$ cat src/rtl/bhg_write_sink_pkg.sv
// Shared types and constants for the pixel write-port sink: FSM states,
// byte-lane geometry and the entry layout held by the command FIFO.
package bhg_write_sink_pkg;

    typedef enum logic {
        ST_IDLE = 1'b0,
        ST_OPEN = 1'b1
    } sink_state_t;

    localparam int LANE_BYTES   = 4;
    localparam int WORD_BYTES   = 16;
    localparam int ENTRY_ADDR_W = 32;

    // The address field is sized for the widest supported port; the top
    // only uses the low PORT_ADDR_SIZE-4 bits.
    typedef struct packed {
        logic [ENTRY_ADDR_W-1:0] addr;
        logic [WORD_BYTES*8-1:0] data;
        logic [WORD_BYTES-1:0]   mask;
    } fifo_entry_t;

endpackage

$ cat src/rtl/bhg_fwft_fifo.sv
// Register-based first-word-fall-through FIFO. The head entry is visible on
// dout whenever empty=0; pop advances it on the next clock edge.
module bhg_fwft_fifo #(
    parameter int WIDTH = 8,
    parameter int DEPTH = 4
) (
    input  logic                       clk,
    input  logic                       rst_n,
    input  logic                       push,
    input  logic [WIDTH-1:0]           din,
    input  logic                       pop,
    output logic [WIDTH-1:0]           dout,
    output logic                       empty,
    output logic                       full,
    output logic [$clog2(DEPTH):0]     count
);

    localparam int PTR_W = $clog2(DEPTH);
    localparam int CNT_W = PTR_W + 1;

    logic [WIDTH-1:0] mem_reg [DEPTH];
    logic [PTR_W-1:0] wr_ptr_reg;
    logic [PTR_W-1:0] rd_ptr_reg;
    logic [CNT_W-1:0] count_reg;
    logic             do_push;
    logic             do_pop;

    assign empty   = (count_reg == '0);
    assign full    = (count_reg == CNT_W'(DEPTH));
    assign count   = count_reg;
    assign dout    = mem_reg[rd_ptr_reg];
    assign do_push = push && !full;
    assign do_pop  = pop && !empty;

    always_ff @(posedge clk or negedge rst_n) begin
        if (!rst_n) begin
            for (int i = 0; i < DEPTH; i++) begin
                mem_reg[i] <= '0;
            end
        end else if (do_push) begin
            mem_reg[wr_ptr_reg] <= din;
        end
    end

    // DEPTH is a power of two, so the pointers wrap naturally.
    always_ff @(posedge clk or negedge rst_n) begin
        if (!rst_n) begin
            wr_ptr_reg <= '0;
            rd_ptr_reg <= '0;
            count_reg  <= '0;
        end else begin
            if (do_push) begin
                wr_ptr_reg <= wr_ptr_reg + PTR_W'(1);
            end
            if (do_pop) begin
                rd_ptr_reg <= rd_ptr_reg + PTR_W'(1);
            end
            count_reg <= count_reg + CNT_W'(do_push) - CNT_W'(do_pop);
        end
    end

endmodule

$ cat src/rtl/bhg_write_port_sink.sv
// Gathers 32-bit masked pixel writes into 128-bit words and issues them as
// DDR3 write commands through a small first-word-fall-through queue.
module bhg_write_port_sink
    import bhg_write_sink_pkg::*;
#(
    parameter int PORT_ADDR_SIZE = 25,
    parameter int FIFO_DEPTH     = 4,
    parameter int FLUSH_TIMEOUT  = 16
) (
    input  logic                        CLK,
    input  logic                        reset_n,
    input  logic                        write_req_in,
    input  logic [PORT_ADDR_SIZE-1:0]   write_adr_in,
    input  logic [31:0]                 write_data_in,
    input  logic [3:0]                  write_mask_in,
    input  logic                        flush_in,
    output logic                        write_busy_out,
    output logic                        CMD_ena,
    output logic [PORT_ADDR_SIZE-5:0]   CMD_addr,
    output logic [127:0]                CMD_wdata,
    output logic [15:0]                 CMD_wmask,
    input  logic                        CMD_busy
);

    localparam int WA_W    = PORT_ADDR_SIZE - 4;
    localparam int CNT_W   = $clog2(FIFO_DEPTH) + 1;
    localparam int TIMER_W = $clog2(FLUSH_TIMEOUT + 1);
    localparam int WORD_W  = WORD_BYTES * 8;

    sink_state_t          state_reg,  state_next;
    logic [WORD_W-1:0]    word_reg,   word_next;
    logic [WORD_BYTES-1:0] mask_reg,  mask_next;
    logic [WA_W-1:0]      addr_reg,   addr_next;
    logic [TIMER_W-1:0]   timer_reg,  timer_next;
    logic                 busy_reg,   busy_next;

    logic [1:0]           req_lane;
    logic [WA_W-1:0]      req_word;
    logic                 accept;
    logic                 req_has_bytes;
    logic                 addr_match;
    logic                 timer_expired;

    logic [WORD_W-1:0]     merge_word;
    logic [WORD_W-1:0]     fresh_word;
    logic [WORD_BYTES-1:0] merge_mask;
    logic [WORD_BYTES-1:0] fresh_mask;

    fifo_entry_t          push_entry;
    fifo_entry_t          head_entry;
    logic                 push_req;
    logic                 pop_fire;
    logic                 fifo_empty;
    logic                 fifo_full;
    logic [CNT_W-1:0]     fifo_count;
    logic [CNT_W-1:0]     count_next;

    logic                 unused_adr_lsbs;
    logic                 unused_head_addr;

    assign req_lane         = write_adr_in[3:2];
    assign req_word         = write_adr_in[PORT_ADDR_SIZE-1:4];
    assign accept           = write_req_in && !busy_reg;
    assign req_has_bytes    = (write_mask_in != 4'h0);
    assign addr_match       = (req_word == addr_reg);
    assign timer_expired    = (timer_reg >= TIMER_W'(FLUSH_TIMEOUT - 1));
    assign unused_adr_lsbs  = ^write_adr_in[1:0];
    assign unused_head_addr = ^head_entry.addr;

    // Per-byte steering of the incoming lane into either the open word
    // (merge) or an all-zero word (fresh open).
    for (genvar gi = 0; gi < WORD_BYTES; gi++) begin : g_byte
        localparam int LANE = gi / LANE_BYTES;
        localparam int SUB  = gi % LANE_BYTES;
        logic byte_hit;

        assign byte_hit = (req_lane == 2'(LANE)) && write_mask_in[SUB];
        assign merge_word[gi*8 +: 8] = byte_hit ? write_data_in[SUB*8 +: 8] : word_reg[gi*8 +: 8];
        assign fresh_word[gi*8 +: 8] = byte_hit ? write_data_in[SUB*8 +: 8] : 8'h00;
        assign merge_mask[gi]        = byte_hit || mask_reg[gi];
        assign fresh_mask[gi]        = byte_hit;
    end

    always_comb begin
        state_next      = state_reg;
        word_next       = word_reg;
        mask_next       = mask_reg;
        addr_next       = addr_reg;
        timer_next      = timer_reg;
        push_req        = 1'b0;
        push_entry.addr = ENTRY_ADDR_W'(addr_reg);
        push_entry.data = word_reg;
        push_entry.mask = mask_reg;

        case (state_reg)
            ST_IDLE: begin
                timer_next = '0;
                if (accept && req_has_bytes) begin
                    word_next  = fresh_word;
                    mask_next  = fresh_mask;
                    addr_next  = req_word;
                    state_next = ST_OPEN;
                end
            end
            ST_OPEN: begin
                if (accept && req_has_bytes && !addr_match) begin
                    // Retire the old word and start the new one in one edge;
                    // busy guarantees a free FIFO slot here.
                    push_req   = 1'b1;
                    word_next  = fresh_word;
                    mask_next  = fresh_mask;
                    addr_next  = req_word;
                    timer_next = '0;
                end else if (accept && req_has_bytes) begin
                    timer_next = '0;
                    if ((&merge_mask) || flush_in) begin
                        push_req        = 1'b1;
                        push_entry.data = merge_word;
                        push_entry.mask = merge_mask;
                        state_next      = ST_IDLE;
                    end else begin
                        word_next = merge_word;
                        mask_next = merge_mask;
                    end
                end else if (accept) begin
                    timer_next = '0;
                    if (flush_in) begin
                        push_req   = 1'b1;
                        state_next = ST_IDLE;
                    end
                end else if (flush_in || timer_expired) begin
                    if (!fifo_full) begin
                        push_req   = 1'b1;
                        state_next = ST_IDLE;
                        timer_next = '0;
                    end else if (!timer_expired) begin
                        timer_next = timer_reg + TIMER_W'(1);
                    end
                end else begin
                    timer_next = timer_reg + TIMER_W'(1);
                end
            end
            default: begin
                state_next = ST_IDLE;
            end
        endcase
    end

    assign pop_fire   = !fifo_empty && !CMD_busy;
    assign count_next = fifo_count + CNT_W'(push_req) - CNT_W'(pop_fire);
    assign busy_next  = (count_next >= CNT_W'(FIFO_DEPTH - 1));

    always_ff @(posedge CLK or negedge reset_n) begin
        if (!reset_n) begin
            state_reg <= ST_IDLE;
            word_reg  <= '0;
            mask_reg  <= '0;
            addr_reg  <= '0;
            timer_reg <= '0;
            busy_reg  <= 1'b0;
        end else begin
            state_reg <= state_next;
            word_reg  <= word_next;
            mask_reg  <= mask_next;
            addr_reg  <= addr_next;
            timer_reg <= timer_next;
            busy_reg  <= busy_next;
        end
    end

    bhg_fwft_fifo #(
        .WIDTH ($bits(fifo_entry_t)),
        .DEPTH (FIFO_DEPTH)
    ) u_fifo (
        .clk   (CLK),
        .rst_n (reset_n),
        .push  (push_req),
        .din   (push_entry),
        .pop   (pop_fire),
        .dout  (head_entry),
        .empty (fifo_empty),
        .full  (fifo_full),
        .count (fifo_count)
    );

    assign write_busy_out = busy_reg;
    assign CMD_ena        = !fifo_empty;
    assign CMD_addr       = head_entry.addr[WA_W-1:0];
    assign CMD_wdata      = head_entry.data;
    assign CMD_wmask      = head_entry.mask;

endmodule

$ cat config.mk
export PLATFORM = sky130hd
export DESIGN_NAME = bhg_write_port_sink
export DESIGN_NICKNAME = d
export VERILOG_FILES = /design/src/rtl/bhg_write_sink_pkg.sv /design/src/rtl/bhg_fwft_fifo.sv /design/src/rtl/bhg_write_port_sink.sv
export SDC_FILE = /design/constraint.sdc
export NUM_CORES = 1
export LEC_CHECK = 0
export BUFFER_PORTS_ARGS = -buffer_cell sky130_fd_sc_hd__buf_2
export CAP_MARGIN = 10
export CORE_MARGIN = 2
export CORE_UTILIZATION = 30
export CTS_CLUSTER_SIZE = 12
export DETAILED_ROUTE_END_ITERATION = 6
export GPL_TIMING_DRIVEN = 0
export REMOVE_ABC_BUFFERS = 1
export SLEW_MARGIN = 20
export SYNTH_ARGS = -nofsm -noshare
export SYNTH_HDL_FRONTEND = slang
export SYNTH_SLANG_ARGS = --single-unit
$ cat constraint.sdc
create_clock -name CLK -period 2.8 [get_ports CLK]
set_input_delay 0.28 -clock CLK [delete_from_list [all_inputs] [get_ports CLK]]
set_output_delay 0.28 -clock CLK [all_outputs]
set_load 0.05 [all_outputs]
==> flow_metrics.py, run 1 <==
metrics = {
    "die": {
        "core-area_sq_um": 124000,
        "die_x_um": 357,
        "initial_utilization": 0.303,
        "fp-row-count": 129,
        "pin_count": 233,
        "die_h_um": 357,
        "die_area_sq_um": 128000,
    },
    "routing": {
        "avgViaCountPerCell": 5.07,
        "first_pass_iters": 5,
        "drc_errors": 0,
        "drt_iter0_markers": 1488,
        "antenna_left": 0,
        "via_count": 22781,
        "wl_per_cell_um": 25.5,
        "drt-total-wl_um": 115000,
    },
    "hold_path": {
        "hold_path_end": "timer_reg[4]$_DFFE_PN0P_",
        "worstHoldPathCells": 4,
        "min-delay-path-class": "in -> reg",
        "min_from": "write_req_in",
    },
    "pwr": {
        "max-vdd-ir-drop_v": 0.000459,
        "leakagePower_nw": 23.0,
        "powerDensity_nw_per_um2": 1090,
    },
    "timing": {
        "setup_viol": 911,
        "fmax_ghz": 0.315,
        "tightest_slew_ns": 1.17,
        "min_period_over_period": 1.14,
        "min_period_ns": 3.18,
        "finalHoldViolations": 0,
        "rsz0062_at_grt": "yes",
        "skew_ns": 0.0407,
        "setup_ws_ns": -0.379,
        "slew_headroom": 0.216,
        "maxSlewViolCount": 0,
    },
    "critical_path": {
        "cpMostUsedCell": "mux2_2",
        "cp_slowest_stage_delay_ns": 0.56,
        "reg2reg_slack_ns": -0.38,
        "required_ns": 3.36,
        "crit_chain": "and4b_2, o22ai_4, or4_4, o31a_4, clkbuf_16, nor4_4, buf_4, buf_12, mux2_2, mux2_2",
        "start_kind": "register",
        "critPathArrivalTime_ns": 3.74,
        "worstSetupPathType": "reg -> reg",
        "critPathCaptureType": "register",
        "critPathMaxFanout": 6,
        "r2r_start": "mask_reg[10]$_DFFE_PN0P_",
        "reg2reg_depth": 10,
        "crit-reg2reg-capture": "u_fifo.mem_reg[668]$_DFFE_PN0P_",
        "critPathSlowestCell": "or4_4",
    },
    "logic_synthesis": {
        "synth_top_cell_area_share": 0.560,
        "synth_commonest_cells": "dfrtp_1 (839), mux2_2 (765), mux4_2 (165)",
        "synth_seq_cells": 839,
        "ys_types": 54,
        "ys_seq_area_frac": 0.560,
        "syn_area_sq_um": 37500,
        "yosysMostFrequentCell": "dfrtp_1",
        "yosys_warnings": 0,
        "yosys.area.top_type": "dfrtp_1",
        "synth_ff_type": "dfrtp_1",
        "ys_async_sr_fraction": 1.00,
        "yosys-top-cells-area": "dfrtp_1 (56%), mux2_2 (23%), mux4_2 (9.9%)",
        "avgSynthCellArea_sq_um": 16.1,
        "synth-edff-count": 0,
        "syn_inst": 2321,
    },
    "finish": {
        "fillers": 11300,
        "final_cell_count_no_fill": 4493,
        "final_layout_size_suffix_gt1_frac": 0.579,
        "area_delta_synth_final_pct": 31.5,
        "nets": 2861,
        "register_area_sq_um": 21000,
        "largest_register_ffs": 660,
        "finish.utilization": 0.398,
        "multi_input_area_sq_um": 17400,
    },
    "status": {
        "outcome": "finished, violations left",
        "violations": "negative setup slack",
    },
    "placement": {
        "dpl.hpwl_um": 60500,
        "place.gp.congestion": 0.704,
        "port-buffer-count": 230,
        "dp_cells": 4099,
    },
    "grt": {
        "grt_pass1_wl_um": 157000,
        "grt_antenna_before_repair": 11,
        "grt_usage": 0.164,
        "grt_max_degree": 126,
        "overflow": 0,
        "grt_pass1_vias": 23399,
    },
    "clock_network": {
        "clk_pin_slew_ns": 0.06,
        "clock_latency_ns": 0.69,
        "root_buffer": "clkbuf_16",
        "cts.sinks": 839,
        "cts_buffers": 95,
        "clockBufferDepth": 3,
        "h-tree-depth": 3,
        "cts_tree": "yes",
    },
    "run": {
        "drv_cap": 0,
    },
}
## kinds of logic (layout without fill, tap and decap cells)
kind of cell / count (synthesis) / in the layout / synth area share
AOI/OAI and AO/OA: 183 / 183 / 0.0405
xor gates and xnor gates: 28 / 28 / 0.00654
adders and majority gates: 11 / 11 / 0.00407
buffers and inverters: 144 / 674 / 0.0176
DFF: 839 / 839 / 0.560
muxes: 978 / 978 / 0.343
other: 0 / 2 / 0
and+or+nand+nor: 138 / 141 / 0.0276
## timing repair
| action | CTS | global route |
|---|---|---|
| hold buffers | 56 | 0 |
| pin swaps | 29 | 14 |
| gates resized for setup | 90 | 394 |
| buffers inserted | 62 | 40 |
| endpoints found under the hold margin | 444 | 0 |
| setup endpoints to repair | 980 | 961 |
| gates cloned | 22 | 46 |
## per-layer routing
metal  up-vias  wire, um  global-route usage
met2       499     53800               0.257
met4        12      2150              0.0498
met3       128      5670              0.0344
li1       9711         -                   -
met1     12431     52900               0.227
met5         -        72                   0
## per-stage QoR
step / setup slack, ns / area [sq um] / setup TNS (ns) / power (mW) / hold WS (ns)
3_5_place_dp: -1.61 / 41100 / -1049.71 / 37.8 / 0.191
3_3_place_gp: -17.51 / 40100 / - / 34.4 / 0.462
4_1_cts: -0.356 / 46500 / -185.83 / 52.1 / 0.00484
6_report: -0.379 / 49300 / -188.82 / 53.5 / 0.0693
5_1_grt: -0.456 / 49300 / -259.30 / 56.0 / 0.0746
2_1_floorplan: -5.12 / 36900 / -4393.82 / 31.2 / -0.0156
## critical path: cells and delay by family (launching register included)
family | cells | cell delay (ns)
simple gates | 3 | 1.04
mux | 2 | 0.64
buf+inv | 3 | 0.53
compound gates | 2 | 0.45
flops | 1 | 0.39
## placed cells by master, fill, tap and decap left out, types with 43 or more instances in the layout
cell type	n
buf_16	44
mux2_2	433
dlygate4sd3_1	56
mux4_2	165
mux2_4	375
buf_2	225
clkbuf_16	131
a22o_1	128
buf_12	43
buf_4	54
dfrtp_1	831
## where the power goes
group | switching [mW] | internal [mW] | total, mW
clock | 5.37 | 7.20 | 12.6
sequential | 2.31 | 16.2 | 18.5
combinational | 12.0 | 10.4 | 22.4
## worst max-delay path by stage
stage                                         from                         endpoint  slack, ns  cells after the start
after floorplan           mask_reg[14]$_DFFE_PN0P_    u_fifo.mem_reg[0]$_DFFE_PN0P_      -5.12                      7
after global routing      mask_reg[10]$_DFFE_PN0P_  u_fifo.mem_reg[316]$_DFFE_PN0P_      -0.46                     10
after global placement                     reset_n  u_fifo.mem_reg[406]$_DFFE_PN0P_     -17.51                      1
after detailed placement           write_adr_in[2]  u_fifo.mem_reg[303]$_DFFE_PN0P_      -1.61                     11
final                     mask_reg[10]$_DFFE_PN0P_  u_fifo.mem_reg[668]$_DFFE_PN0P_      -0.38                     10
after CTS                 mask_reg[10]$_DFFE_PN0P_  u_fifo.mem_reg[608]$_DFFE_PN0P_      -0.36                     10
## area by class of cell
class,instances,area share
diodes,2,0.000102
clock buffers,131,0.0544
well taps,1637,0.0416
repair buffers,494,0.114
multi-input cells,1341,0.354
flip-flops and latches,839,0.426
clock inverters,36,0.00881
inverters,13,0.000990
Power figures use the tool's default switching activity.
==> run 2, diff against run 1 <==
--- a/config.mk
+++ b/config.mk
@@ -8,10 +8,11 @@
 export BUFFER_PORTS_ARGS = -buffer_cell sky130_fd_sc_hd__buf_2
 export CAP_MARGIN = 10
 export CORE_MARGIN = 2
-export CORE_UTILIZATION = 30
+export CORE_UTILIZATION = 55
 export CTS_CLUSTER_SIZE = 12
 export DETAILED_ROUTE_END_ITERATION = 6
 export GPL_TIMING_DRIVEN = 0
+export PLACE_DENSITY = 0.76
 export REMOVE_ABC_BUFFERS = 1
 export SLEW_MARGIN = 20
 export SYNTH_ARGS = -nofsm -noshare
==> run 2 against run 1 <==
Effect of this change: the run still ends with negative setup slack left; power shrank 0.24%; core utilization grew 32 points; combinational power grew 3%; global-route usage grew 11 points; clock power shrank 9%; clock skew shrank 0.025 ns; flip-flop and latch count is the same; routed wire length shrank 2.1%; critical path type unchanged.
==> flow_metrics.py, run 2 (same netlist as run 1, synthesis figures left out) <==
metrics = {
    "clock_network": {
        "h-tree-depth": 3,
        "cts_tree": "yes",
        "cts.sinks": 839,
        "clk_pin_slew_ns": 0.06,
        "cts_buffers": 88,
        "clock_latency_ns": 0.64,
        "clockBufferDepth": 3,
        "root_buffer": "clkbuf_16",
    },
    "routing": {
        "drt_iter0_markers": 1890,
        "antenna_left": 0,
        "drc_errors": 0,
        "wl_per_cell_um": 30.0,
        "drt-total-wl_um": 112000,
        "avgViaCountPerCell": 6.50,
        "via_count": 24263,
        "first_pass_iters": 5,
    },
    "pwr": {
        "max-vdd-ir-drop_v": 0.000997,
        "powerDensity_nw_per_um2": 1100,
        "power.total_mw": 53.3,
        "leakagePower_nw": 23.0,
    },
    "timing": {
        "setup_viol": 803,
        "skew_ns": 0.0159,
        "whs_ns": 0.0391,
        "fmax_ghz": 0.321,
        "tightest_slew_ns": 0.841,
        "setup_ws_ns": -0.319,
        "rsz0062_at_grt": "yes",
        "min_period_over_period": 1.11,
        "slew_headroom": 0.437,
        "finalHoldViolations": 0,
        "maxSlewViolCount": 0,
        "min_period_ns": 3.12,
    },
    "grt": {
        "overflow": 0,
        "grt_pass1_vias": 25127,
        "grt_usage": 0.277,
        "grt_max_degree": 108,
        "grt_pass1_wl_um": 150000,
        "grt_antenna_before_repair": 6,
    },
    "status": {
        "violations": "negative setup slack",
        "outcome": "finished, violations left",
    },
    "finish": {
        "fillers": 4005,
        "largest_register_ffs": 660,
        "final_layout_size_suffix_gt1_frac": 0.586,
        "register_area_sq_um": 21000,
        "final_cell_mix": "dfrtp_1 (834), mux2_2 (408), mux2_4 (399), buf_2 (225), mux4_2 (165)",
        "final_common_cell": "dfrtp_1",
        "finish.utilization": 0.720,
        "nets": 2871,
        "multi_input_area_sq_um": 17800,
        "area_delta_synth_final_pct": 29.4,
        "final_cell_count_no_fill": 3733,
    },
    "critical_path": {
        "critPathCaptureType": "register",
        "worstSetupPathType": "reg -> reg",
        "critPathMaxFanout": 9,
        "start_kind": "register",
        "required_ns": 3.32,
        "critPathArrivalTime_ns": 3.64,
    },
    "die": {
        "die_h_um": 265,
        "die_x_um": 265,
        "die_area_sq_um": 70200,
        "fp-row-count": 95,
        "pin_count": 233,
        "initial_utilization": 0.557,
        "core-area_sq_um": 67300,
    },
    "placement": {
        "place.gp.congestion": 0.765,
        "dpl.hpwl_um": 56200,
        "dp_cells": 3334,
        "port-buffer-count": 230,
    },
    "hold_path": {
        "min-delay-path-class": "in -> reg",
    },
    "run": {
        "drv_cap": 0,
    },
}
## run 2: cell types whose count changed in the layout (fill, tap and decap cells not counted), moves of 7 or more
| cell | change |
|---|---|
| buf_4 | +14 |
| nor2_4 | +8 |
| o21ai_4 | +10 |
| nor2_1 | -14 |
| clkbuf_16 | +7 |
| dlygate4sd3_1 | -16 |
| mux2_2 | -25 |
| o21ai_2 | -10 |
| clkinvlp_4 | -7 |
| clkbuf_1 | +8 |
| mux2_4 | +24 |
## run 2: metal layers
layer | wire, um | up-vias | share of wire | GRT usage
li1 | - | 9752 | - | -
met2 | 54400 | 1050 | 0.48 | 0.452
met4 | 3790 | 6 | 0.034 | 0.105
met1 | 45900 | 13210 | 0.41 | 0.378
met3 | 8070 | 245 | 0.072 | 0.0465
met5 | 46 | - | 0.00041 | 0
## run 2: worst max-delay path, cell delays in order, from the launching register on
cell and delay, ns:
dfrtp_1 0.41, nor4bb_4 0.26, o22ai_1 0.14, or4_4 0.46, o31a_4 0.37, buf_12 0.19
nor4_4 0.32, buf_12 0.19, mux2_2 0.38, mux2_2 0.27
## run 2: power by group
| part | total (mW) | switching, mW | internal, mW | leakage, nW |
|---|---|---|---|---|
| clock | 11.5 | 4.82 | 6.66 | 1.37 |
| combinational | 23.1 | 12.3 | 10.8 | 10.3 |
| sequential | 18.8 | 2.56 | 16.2 | 11.3 |
## run 2: timing repair
| item | 4_1_cts | 5_1_grt |
|---|---|---|
| endpoints found under the setup margin | 923 | 992 |
| hold buffers | 40 | 0 |
| resized for setup | 94 | 466 |
| endpoints found under the hold margin | 136 | 0 |
| setup buffers | 60 | 57 |
| pin swaps | 28 | 25 |
| gates cloned | 16 | 75 |
## run 2: worst paths after layout
kind | cells past startpoint | from | slack (ns) | end
min in group asynchronous | 2 | reset_n | 0.17 | u_fifo.mem_reg[512]$_DFFE_PN0P_
hold / removal | 2 | write_data_in[29] | 0.04 | word_reg[125]$_DFFE_PN0P_
setup / recovery | 9 | mask_reg[14]$_DFFE_PN0P_ | -0.32 | u_fifo.mem_reg[253]$_DFFE_PN0P_
setup reg to reg | 9 | mask_reg[14]$_DFFE_PN0P_ | -0.32 | u_fifo.mem_reg[253]$_DFFE_PN0P_
max in group asynchronous | 6 | reset_n | 0.33 | word_reg[33]$_DFFE_PN0P_
hold reg to reg | 1 | u_fifo.mem_reg[628]$_DFFE_PN0P_ | 0.49 | u_fifo.mem_reg[628]$_DFFE_PN0P_
## run 2: cell type report
type | instances | area share
multi-input combinational | 1348 | 0.367
antenna | 4 | 0.000206
sequential | 839 | 0.433
inverter | 13 | 0.00101
timing repair buffer | 504 | 0.118
clock buffer | 138 | 0.0547
clock inverter | 14 | 0.00289
tap | 873 | 0.0225
## run 2: stage by stage
step                      cell area [sq um]  setup slack, ns  TNS [ns]
final                                 48500           -0.319   -164.06
after global routing                  48500           -0.406   -212.37
after CTS                             44700           -0.306   -158.34
after detailed placement              40100            -1.29   -916.14
after global placement                39100           -14.96         -
after floorplan                       36900            -5.12  -4393.82
==> run 3, diff against run 2 <==
--- a/config.mk
+++ b/config.mk
@@ -5,6 +5,7 @@
 export SDC_FILE = /design/constraint.sdc
 export NUM_CORES = 1
 export LEC_CHECK = 0
+export ABC_AREA = 1
 export BUFFER_PORTS_ARGS = -buffer_cell sky130_fd_sc_hd__buf_2
 export CAP_MARGIN = 10
 export CORE_MARGIN = 2
==> run 3 against run 2 <==
Effect of this change: the flow still finishes with violations (negative setup slack); clock skew up 0.0051 ns; count of clock-buffer cells in the layout unchanged; cell area up 2.2%; critical path depth up 10; sequential share of layout area down 0.91 points; flip-flop and latch count unchanged; hold slack worse by 0.011 ns; final cell count up 80%; highest routed layer unchanged.
==> flow_metrics.py, run 3 <==
metrics = {
    "pwr": {
        "leakagePower_nw": 26.3,
        "switchingPower_mw": 32.6,
        "max-vdd-ir-drop_v": 0.00124,
        "pwr-share-clk": 0.176,
        "share_comb_of_total_power": 0.532,
        "powerDensity_nw_per_um2": 1370,
        "netSwitchingFraction": 0.483,
        "p_seq_frac": 0.292,
        "internal_power_mw": 35.0,
    },
    "routing": {
        "via_count": 39825,
        "drt_iter0_markers": 5262,
        "drt-total-wl_um": 141000,
        "drc_errors": 0,
        "antenna_left": 0,
        "first_pass_iters": 6,
        "wl_per_cell_um": 21.0,
        "avgViaCountPerCell": 5.93,
    },
    "critical_path": {
        "cpMostUsedCell": "nand2_1",
        "crit_chain": "ha_4, nand2_1, nor2_1, ha_2, inv_1, nand4_1, nand2_1, nand2_2, o211ai_1, nand3_2, nand3_4, buf_12, buf_4, nor2_4, buf_12, buf_16, buf_4, nand2_1, nand2_1",
        "r2r_start": "timer_reg[1]$_DFFE_PN0P_",
        "critPathArrivalTime_ns": 3.45,
        "crit-reg2reg-capture": "u_fifo.mem_reg[534]$_DFFE_PN0P_",
        "critPathSlowestCell": "dfrtp_1",
        "critPathMaxFanout": 8,
        "required_ns": 3.36,
        "reg2reg_slack_ns": -0.09,
        "reg2reg_depth": 19,
        "worstSetupPathType": "reg -> reg",
        "start_kind": "register",
        "cp_slowest_stage_delay_ns": 0.44,
        "critPathCaptureType": "register",
    },
    "grt": {
        "grt_pass1_vias": 37322,
        "overflow": 0,
        "grt_usage": 0.356,
        "grt_pass1_wl_um": 210000,
        "grt_antenna_before_repair": 16,
        "grt_max_degree": 141,
    },
    "timing": {
        "tightest_slew_ns": 0.872,
        "setup_viol": 160,
        "finalHoldViolations": 0,
        "min_period_over_period": 1.03,
        "setup_ws_ns": -0.0874,
        "fmax_ghz": 0.346,
        "skew_ns": 0.0211,
        "rsz0062_at_grt": "yes",
        "finalSetupTns_ns": -3.99,
        "slew_headroom": 0.418,
        "min_period_ns": 2.89,
        "maxSlewViolCount": 0,
    },
    "clock_network": {
        "root_buffer": "clkbuf_16",
        "clk_pin_slew_ns": 0.07,
        "cts.sinks": 839,
        "clockBufferDepth": 3,
        "cts_tree": "yes",
        "h-tree-depth": 3,
        "clock_latency_ns": 0.66,
        "cts_buffers": 90,
    },
    "logic_synthesis": {
        "synth_seq_cells": 839,
        "synth_top_cell_area_share": 0.522,
        "ys_seq_area_frac": 0.522,
        "synth_commonest_cells": "nand2_1 (2670), dfrtp_1 (839), o21ai_0 (522)",
        "ys_async_sr_fraction": 1.00,
        "ys_types": 35,
        "yosys-top-cells-area": "dfrtp_1 (52%), nand2_1 (25%), o21ai_0 (6.5%)",
        "avgSynthCellArea_sq_um": 7.42,
        "synth-edff-count": 0,
        "yosys.area.top_type": "dfrtp_1",
        "yosys_warnings": 0,
        "yosysMostFrequentCell": "nand2_1",
        "syn_area_sq_um": 40200,
        "syn_inst": 5415,
        "synth_ff_type": "dfrtp_1",
    },
    "die": {
        "die_x_um": 274,
        "die_area_sq_um": 75200,
        "pin_count": 233,
        "die_h_um": 274,
        "core-area_sq_um": 72600,
        "fp-row-count": 99,
        "initial_utilization": 0.554,
    },
    "run": {
        "drv_cap": 0,
    },
    "hold_path": {
        "worstHoldPathCells": 5,
        "min_from": "write_data_in[24]",
        "hold_path_end": "word_reg[24]$_DFFE_PN0P_",
        "min-delay-path-class": "in -> reg",
    },
    "placement": {
        "pre_cts_ws_ns": -1.47,
        "dp_cells": 6389,
        "place_area_sq_um": 43500,
        "place.gp.congestion": 0.787,
        "dpl.hpwl_um": 75000,
        "port-buffer-count": 230,
    },
    "finish": {
        "final_cell_count_no_fill": 6716,
        "area_delta_synth_final_pct": 23.2,
        "final_cell_mix": "nand2_1 (2629), dfrtp_1 (826), o21ai_0 (519), nor2_1 (350), nand3_1 (224)",
        "nets": 5762,
        "final_layout_size_suffix_gt1_frac": 0.135,
        "largest_register_ffs": 660,
        "final_common_cell": "nand2_1",
        "fin_area_sq_um": 49500,
    },
    "status": {
        "violations": "negative setup slack",
        "outcome": "finished, violations left",
    },
}
-- run 3: worst max-delay path, delay by kind of cell, from the launching register on --
family | cells | cell delay, ns
buffers and inverters | 6 | 0.81
adder cells (fa/ha/maj) | 2 | 0.34
AND/OR/NAND/NOR | 10 | 1.07
AO/OA/AOI/OAI | 1 | 0.14
flip-flops | 1 | 0.44
-- run 3: power groups by stage --
stage                     sequential [mW]  combinational (mW)  clock [mW]
after floorplan                      19.4                18.2           0
after global placement               19.9                19.5           0
after detailed placement             19.8                30.5           0
after CTS                            19.5                33.6        11.9
after global routing                 20.2                38.2        12.5
final                                19.7                36.0        11.9
-- run 3: final cells by class --
| cell class | count | area [sq um] |
|---|---|---|
| Timing Repair Buffer | 511 | 5980 |
| Multi-Input combinational cell | 4074 | 17700 |
| Clock inverter | 19 | 208 |
| Fill cell | 5816 | 23100 |
| Tap cell | 959 | 1200 |
| Clock buffer | 138 | 2690 |
| Antenna cell | 7 | 17.5 |
| Sequential cell | 839 | 21000 |
| Timing Repair inverter | 3 | 41.3 |
| Inverter | 166 | 694 |
-- run 3: worst max path at each step --
| stage | from | end | slack [ns] |
|---|---|---|---|
| 4_1_cts | addr_reg[11]$_DFFE_PN0P_ | addr_reg[16]$_DFFE_PN0P_ | 0.001 |
| 2_1_floorplan | u_fifo.rd_ptr_reg[0]$_DFFE_PN0P_ | CMD_addr[0] | -9.64 |
| 3_5_place_dp | addr_reg[2]$_DFFE_PN0P_ | word_reg[120]$_DFFE_PN0P_ | -1.47 |
| 3_3_place_gp | u_fifo.rd_ptr_reg[0]$_DFFE_PN0P_ | CMD_wdata[109] | -20.34 |
| 6_report | timer_reg[1]$_DFFE_PN0P_ | u_fifo.mem_reg[534]$_DFFE_PN0P_ | -0.09 |
| 5_1_grt | timer_reg[1]$_DFFE_PN0P_ | u_fifo.mem_reg[540]$_DFFE_PN0P_ | -0.17 |
-- run 3: logic make-up (layout without fill, tap and decap cells) --
family,Yosys count,after routing,share of synthesized area
AOI/OAI and AO/OA,757,758,0.101
xor gates and xnor gates,11,11,0.00240
adders and majority gates,11,11,0.00380
buffers and inverters,508,837,0.0531
DFF,839,839,0.522
muxes,1,1,0.000249
other,0,7,0
and+or+nand+nor,3288,3293,0.318
-- run 3: repair_timing --
item                                    in CTS  in global routing
gates resized for setup                    125                173
endpoints found under the hold margin      161                  0
gates cloned                                26                 20
setup buffers                               53                 50
pin swaps                                   20                 30
hold buffers                                23                  0
endpoints found under the setup margin     995                797
-- run 3: routing by layer --
layer	routed length [um]	GRT usage	vias to the layer above
met5	118	0	-
met4	6140	0.146	18
met3	14900	0.0611	447
met2	64800	0.554	2409
met1	55300	0.495	19235
li1	-	-	17716
-- run 3: stage by stage --
stage / util / hold slack, ns / power (mW)
after global routing: 0.682 / 0.0798 / 70.9
after global placement: 0.565 / 0.456 / 39.4
after floorplan: - / -0.0156 / 37.6
final: 0.682 / 0.0284 / 67.7
after detailed placement: 0.599 / 0.210 / 50.3
after CTS: 0.663 / 0.0103 / 65.1
